--- config.mk ---
export PLATFORM = sky130hd
export DESIGN_NAME = mwadd48_seq
export DESIGN_NICKNAME = d
export VERILOG_FILES = /design/src/rtl/mwadd48_pkg.sv /design/src/rtl/csa_48bit.sv /design/src/rtl/mwadd48_seq.sv
export SDC_FILE = /design/constraint.sdc
export NUM_CORES = 1
export LEC_CHECK = 0
export ABC_AREA = 0
export CAP_MARGIN = 15
export CORE_MARGIN = 2
export CORE_UTILIZATION = 30
export CTS_CLUSTER_SIZE = 8
export DETAILED_ROUTE_END_ITERATION = 6
export HOLD_SLACK_MARGIN = 0.03
export SETUP_SLACK_MARGIN = 0.5
export SLEW_MARGIN = 30
export SYNTH_ARGS = -nofsm -noshare
export SYNTH_HDL_FRONTEND = slang
export SYNTH_SLANG_ARGS = --single-unit
--- constraint.sdc ---
create_clock -name i_clk -period 9.1 [get_ports i_clk]
set_clock_uncertainty 0.15 [all_clocks]
set_input_delay 1.82 -clock i_clk [delete_from_list [all_inputs] [get_ports i_clk]]
set_output_delay 1.82 -clock i_clk [all_outputs]
set_load 0.02 [all_outputs]
--- src/rtl/mwadd48_pkg.sv ---
// Shared types and default sizing for the multi-word sequential adder.
package mwadd48_pkg;
   localparam int DEF_WIDTH     = 48;
   localparam int DEF_MAX_BEATS = 8;

   typedef enum logic {
      IDLE = 1'b0,
      RUN  = 1'b1
   } state_t;
endpackage

--- src/rtl/csa_48bit.sv ---
// Carry-select adder core: a + b + cin, purely combinational.
// Latency 0; no flow control.
module csa_48bit #(
   parameter int WIDTH = 48
) (
   input  logic [WIDTH-1:0] a,
   input  logic [WIDTH-1:0] b,
   input  logic             cin,
   output logic [WIDTH-1:0] sum,
   output logic             cout
);
   localparam int LO = WIDTH / 2;
   localparam int HI = WIDTH - LO;

   logic [LO:0] lo_s;
   logic [HI:0] hi0;
   logic [HI:0] hi1;

   // Upper half is computed for both possible carries, then selected.
   assign lo_s = {1'b0, a[LO-1:0]} + {1'b0, b[LO-1:0]} + {{LO{1'b0}}, cin};
   assign hi0  = {1'b0, a[WIDTH-1:LO]} + {1'b0, b[WIDTH-1:LO]};
   assign hi1  = hi0 + {{HI{1'b0}}, 1'b1};

   assign sum  = {(lo_s[LO] ? hi1[HI-1:0] : hi0[HI-1:0]), lo_s[LO-1:0]};
   assign cout = lo_s[LO] ? hi1[HI] : hi0[HI];
endmodule

--- src/rtl/mwadd48_seq.sv ---
// Multi-word adder, LS word first, one beat per cycle; MWADD48_SUB_EN adds i_sub (A - B).
// Latency 1 cycle accept->o_valid; o_ready = !o_valid || i_ready, outputs held while stalled.
module mwadd48_seq
   import mwadd48_pkg::*;
#(
   parameter int WIDTH     = DEF_WIDTH,
   parameter int MAX_BEATS = DEF_MAX_BEATS
) (
   input  logic             i_clk,
   input  logic             i_rst,
   input  logic             i_valid,
   output logic             o_ready,
   input  logic [WIDTH-1:0] i_add_term1,
   input  logic [WIDTH-1:0] i_add_term2,
   input  logic             i_first,
   input  logic             i_last,
`ifdef MWADD48_SUB_EN
   input  logic             i_sub,
`endif
   output logic             o_valid,
   input  logic             i_ready,
   output logic [WIDTH-1:0] o_sum,
   output logic             o_last,
   output logic             o_cout,
   output logic             o_err
);
   localparam int CW = $clog2(MAX_BEATS + 1);

   state_t          state_q, state_d;
   logic [CW-1:0]   count_q, count_d;
   logic            carry_q;
   logic            accept;
   logic            emit;
   logic            err_set;
   logic            init_cin;
   logic            core_cin;
   logic [WIDTH-1:0] core_b;
   logic [WIDTH-1:0] core_sum;
   logic            core_cout;

   assign o_ready = !o_valid || i_ready;
   assign accept  = i_valid && o_ready;

`ifdef MWADD48_SUB_EN
   logic sub_q;
   logic sub_eff;

   // The mode is latched on the first beat and applies to the whole operation.
   assign sub_eff  = i_first ? i_sub : sub_q;
   assign core_b   = sub_eff ? ~i_add_term2 : i_add_term2;
   assign init_cin = sub_eff;

   always_ff @(posedge i_clk or posedge i_rst) begin
      if (i_rst) begin
         sub_q <= 1'b0;
      end else if (accept && i_first) begin
         sub_q <= i_sub;
      end
   end
`else
   assign core_b   = i_add_term2;
   assign init_cin = 1'b0;
`endif

   assign core_cin = i_first ? init_cin : carry_q;

   csa_48bit #(.WIDTH(WIDTH)) u_core (
      .a    (i_add_term1),
      .b    (core_b),
      .cin  (core_cin),
      .sum  (core_sum),
      .cout (core_cout)
   );

   always_comb begin
      state_d = state_q;
      count_d = count_q;
      emit    = 1'b0;
      err_set = 1'b0;
      if (accept) begin
         if (i_first) begin
            // A first beat always restarts, even in the middle of an operation.
            emit    = 1'b1;
            count_d = CW'(1);
            state_d = i_last ? IDLE : RUN;
         end else if (state_q == IDLE) begin
            err_set = 1'b1;
         end else if (count_q == CW'(MAX_BEATS)) begin
            err_set = 1'b1;
            state_d = IDLE;
         end else begin
            emit    = 1'b1;
            count_d = count_q + 1'b1;
            if (i_last) begin
               state_d = IDLE;
            end
         end
      end
   end

   always_ff @(posedge i_clk or posedge i_rst) begin
      if (i_rst) begin
         state_q <= IDLE;
         count_q <= '0;
         carry_q <= 1'b0;
         o_err   <= 1'b0;
      end else begin
         state_q <= state_d;
         count_q <= count_d;
         if (accept) begin
            carry_q <= core_cout;
         end
         if (err_set) begin
            o_err <= 1'b1;
         end
      end
   end

   always_ff @(posedge i_clk or posedge i_rst) begin
      if (i_rst) begin
         o_valid <= 1'b0;
         o_sum   <= '0;
         o_last  <= 1'b0;
         o_cout  <= 1'b0;
      end else if (emit) begin
         o_valid <= 1'b1;
         o_sum   <= core_sum;
         o_last  <= i_last;
         o_cout  <= i_last & core_cout;
      end else if (o_ready) begin
         o_valid <= 1'b0;
      end
   end
endmodule
==> impl_metrics.toml <==
[outcome]
status = "finished, final reports clean"

[global_routing]
grt_pass1_vias = 4908
overflow = 0
grt_pass1_wl_um = 23000
grt_usage_pct = 15.5
antenna_found_initial = 0
grt_max_degree = 95

[power]
leakage_nw = 3.05
combinationalPowerShare_pct = 46.3
irDropWorstVdd_mv = 0.100
internal-power_w = 0.000842
total_power_w = 0.00134
p_switching_w = 0.000493
power_density_nw_per_um2 = 187
netSwitchingFraction_pct = 36.9
pwr-share-clk_pct = 24.7
seqPwrFrac_pct = 29.0

[floorplan]
core_um2 = 16600
fp-row-count = 47
die_h_um = 134
initial_utilization_pct = 30.7
die-area_um2 = 18000
pin_count = 155
die_x_um = 134

[sta]
hold_violations = 0
setup_viol = 0
fin_crit_sh_pct = 61.9
final.min_clock_period_ns = 5.64
relSlewSlack_pct = 41.5
report.final.slew_viol_count = 0
tns_ns = 0
worst_pin_slew_ns = 0.875
grt_setup_unrepaired = "no"
whs_ns = 0.327
fmax_ghz = 0.177
worst_slack_ns = 3.46

[yosys]
syn-mean-instance-area_um2 = 8.61
syn_nets = 746
synthTopCellsByCount = "nand2_1, dfrtp_1, ha_1, o21ai_0, a21oi_1"
synth_cells = 591
synthFlopType = "dfrtp_1"
synthArstFlopShare_pct = 100
yosysMostFrequentCell = "nand2_1"
ys_ff_latch = 58
synth_area_leaders = "dfrtp_1, ha_1, nand2_1"
ys_types = 70
ys_seq_area_share_pct = 28.5
ys_warn_count = 0
netlist_area_um2 = 5090
yosysTopAreaCell = "dfrtp_1"
synth_edf_count = 0
synth_top_area_share_pct = 28.5

[clock_network]
cts_tree = "built"
root_buffer = "clkbuf_16"
cts_sinks = 58
path_clk_slew_ns = 0.05
cts.hold.buffers_added = 0
clk_path_buf_depth = 2
insertion_delay_ns = 0.32
cts_buffers = 9
post-cts-setup-buffers = 0
cts_resized = 0
htree_levels = 3

[place]
place_inst = 951
place_ws_ns = 3.13
dp_hpwl_um = 10900
io_buffers = 154
gp_congestion = 0.786

[final_layout]
antenna_cells = 0
area_growth_syn_to_layout_pct = 40.5
layout.nets = 898
drive_gt1_share_pct = 4.82
stdcell_count = 967

[worst_hold_path]
min_from = "o_sum[21]$_DFFE_PP0P_"
hold_class = "register to register"

[routing]
routed_wl_um = 13700
vias = 4860
ant_nets = 0
dr.pass1.iters = 4
post_drt_wl_per_cell_um = 14.2
avgViaCountPerCell = 5.03
drt_iter0_drc = 222
drcViolationCount = 0

[critical_path]
cp_cell_sequence = "clkdlybuf4s50_1, nand2b_1, fa_1, inv_1, fa_1, a21o_1, a21o_1, a2111o_1, a211oi_1, o31ai_4, nand4_2, or3_4, o31a_1, o31ai_1"
slowest_stage = "clkdlybuf4s50_1"
critical_path_buf_inv_count = 2
worstSetupEndpointType = "register"
criticalPathCategory = "input pin to register"
cp.arrival_ns = 5.72
crit_required_ns = 9.18
crit_family = "compound AO/OA/AOI/OAI gates"
worstReg2RegStart = "carry_q$_DFFE_PP0P_"
reg2reg_slack_ns = 5.24
critPathLaunch = "i_first"
critPathMaxStageDelay_ns = 0.52
startpoint_type = "input pin"
worstPathMaxFanout = 9

[flow_run]
maxCapViolations = 0
[layout make-up]
type                            count  area (µm²)
Clock buffer                       12         246
Clock inverter                      3        40.0
Fill cell                        1642        9430
Inverter                           13        48.8
Multi-Input combinational cell    505        3520
Sequential cell                    58        1450
Tap cell                          220         275
Timing Repair Buffer              156        1570
[sequential cells by signal, summed over array words and instances, names as in the netlist]
| register | cells |
|---|---|
| carry_q | 1 |
| o_last | 1 |
| o_cout | 1 |
| state_q | 1 |
| o_sum | 48 |
| o_err | 1 |
| count_q | 4 |
| o_valid | 1 |
[worst reg2reg max path, delay by kind of cell, from the launching register on]
kind	cells	cell delay, ns
buffers and inverters	1	0.08
adder cells (fa/ha/maj)	2	0.60
flip-flops	1	0.37
AO/OA/AOI/OAI	7	1.71
AND/OR/NAND/NOR	3	0.86
[placed cells by master (no fill, tap or decap), drive strengths merged, types with 2 or more instances in the layout]
| master | instances |
|---|---|
| or3 | 4 |
| o21ai | 59 |
| nor2b | 4 |
| fa | 3 |
| o21a | 9 |
| buf | 2 |
| o21bai | 7 |
| o221ai | 3 |
| nand3 | 9 |
| nor4 | 7 |
| o211ai | 7 |
| nor4b | 3 |
| a2111o | 4 |
| a211oi | 5 |
| nor2 | 26 |
| a21o | 24 |
| xnor2 | 33 |
| nand4b | 2 |
| a21oi | 45 |
| clkdlybuf4s50 | 154 |
| inv | 13 |
| nand4 | 8 |
| and2 | 3 |
| and3 | 3 |
| a31oi | 4 |
| dfrtp | 58 |
| o22ai | 2 |
| clkinv | 2 |
| ha | 50 |
| o31ai | 7 |
| o31a | 3 |
| clkbuf | 12 |
| a211o | 5 |
| nand2b | 10 |
| nor3 | 11 |
| nand3b | 4 |
| or4 | 2 |
| xor2 | 29 |
| nand2 | 95 |
[stage by stage]
step                cell area (µm²)  util (%)
detailed placement             6840      41.3
global route                   7150      43.1
CTS                            7130      43.0
floorplan                      5090         -
global placement               6840      41.3
finish                         7150      43.1
[power by group through the flow]
stage | combinational [W] | sequential, W | clock, W
2_1_floorplan | 0.000277 | 0.000464 | 0
3_3_place_gp | 0.000610 | 0.000389 | 0
3_5_place_dp | 0.000619 | 0.000391 | 0
4_1_cts | 0.000622 | 0.000388 | 0.000340
5_1_grt | 0.000678 | 0.000397 | 0.000351
6_report | 0.000618 | 0.000387 | 0.000330
[logic make-up after synthesis]
family	count (synthesis)	synth area share, %
muxes	2	0.418
DFF	58	28.5
xor gates and xnor gates	62	10.7
and+or+nand+nor	193	19.4
adders and majority gates	53	13.5
buffers and inverters	28	2.56
AOI/OAI and AO/OA	195	25.0
[per-layer routing]
layer,global-route usage (%),wire (µm)
met2,27.0,6450
met5,0,0
met4,4.44,269
met3,3.02,644
met1,19.5,6350
[path summary, 6_finish.rpt]
path	depth (start not counted)	to
max	14	carry_q$_DFFE_PP0P_
min	2	o_sum[21]$_DFFE_PP0P_
max reg2reg	13	carry_q$_DFFE_PP0P_
min reg2reg	2	o_sum[21]$_DFFE_PP0P_
max in group asynchronous	3	o_sum[4]$_DFFE_PP0P_
min in group asynchronous	3	o_sum[1]$_DFFE_PP0P_
Note: power is estimated with default switching activity, not from simulation.
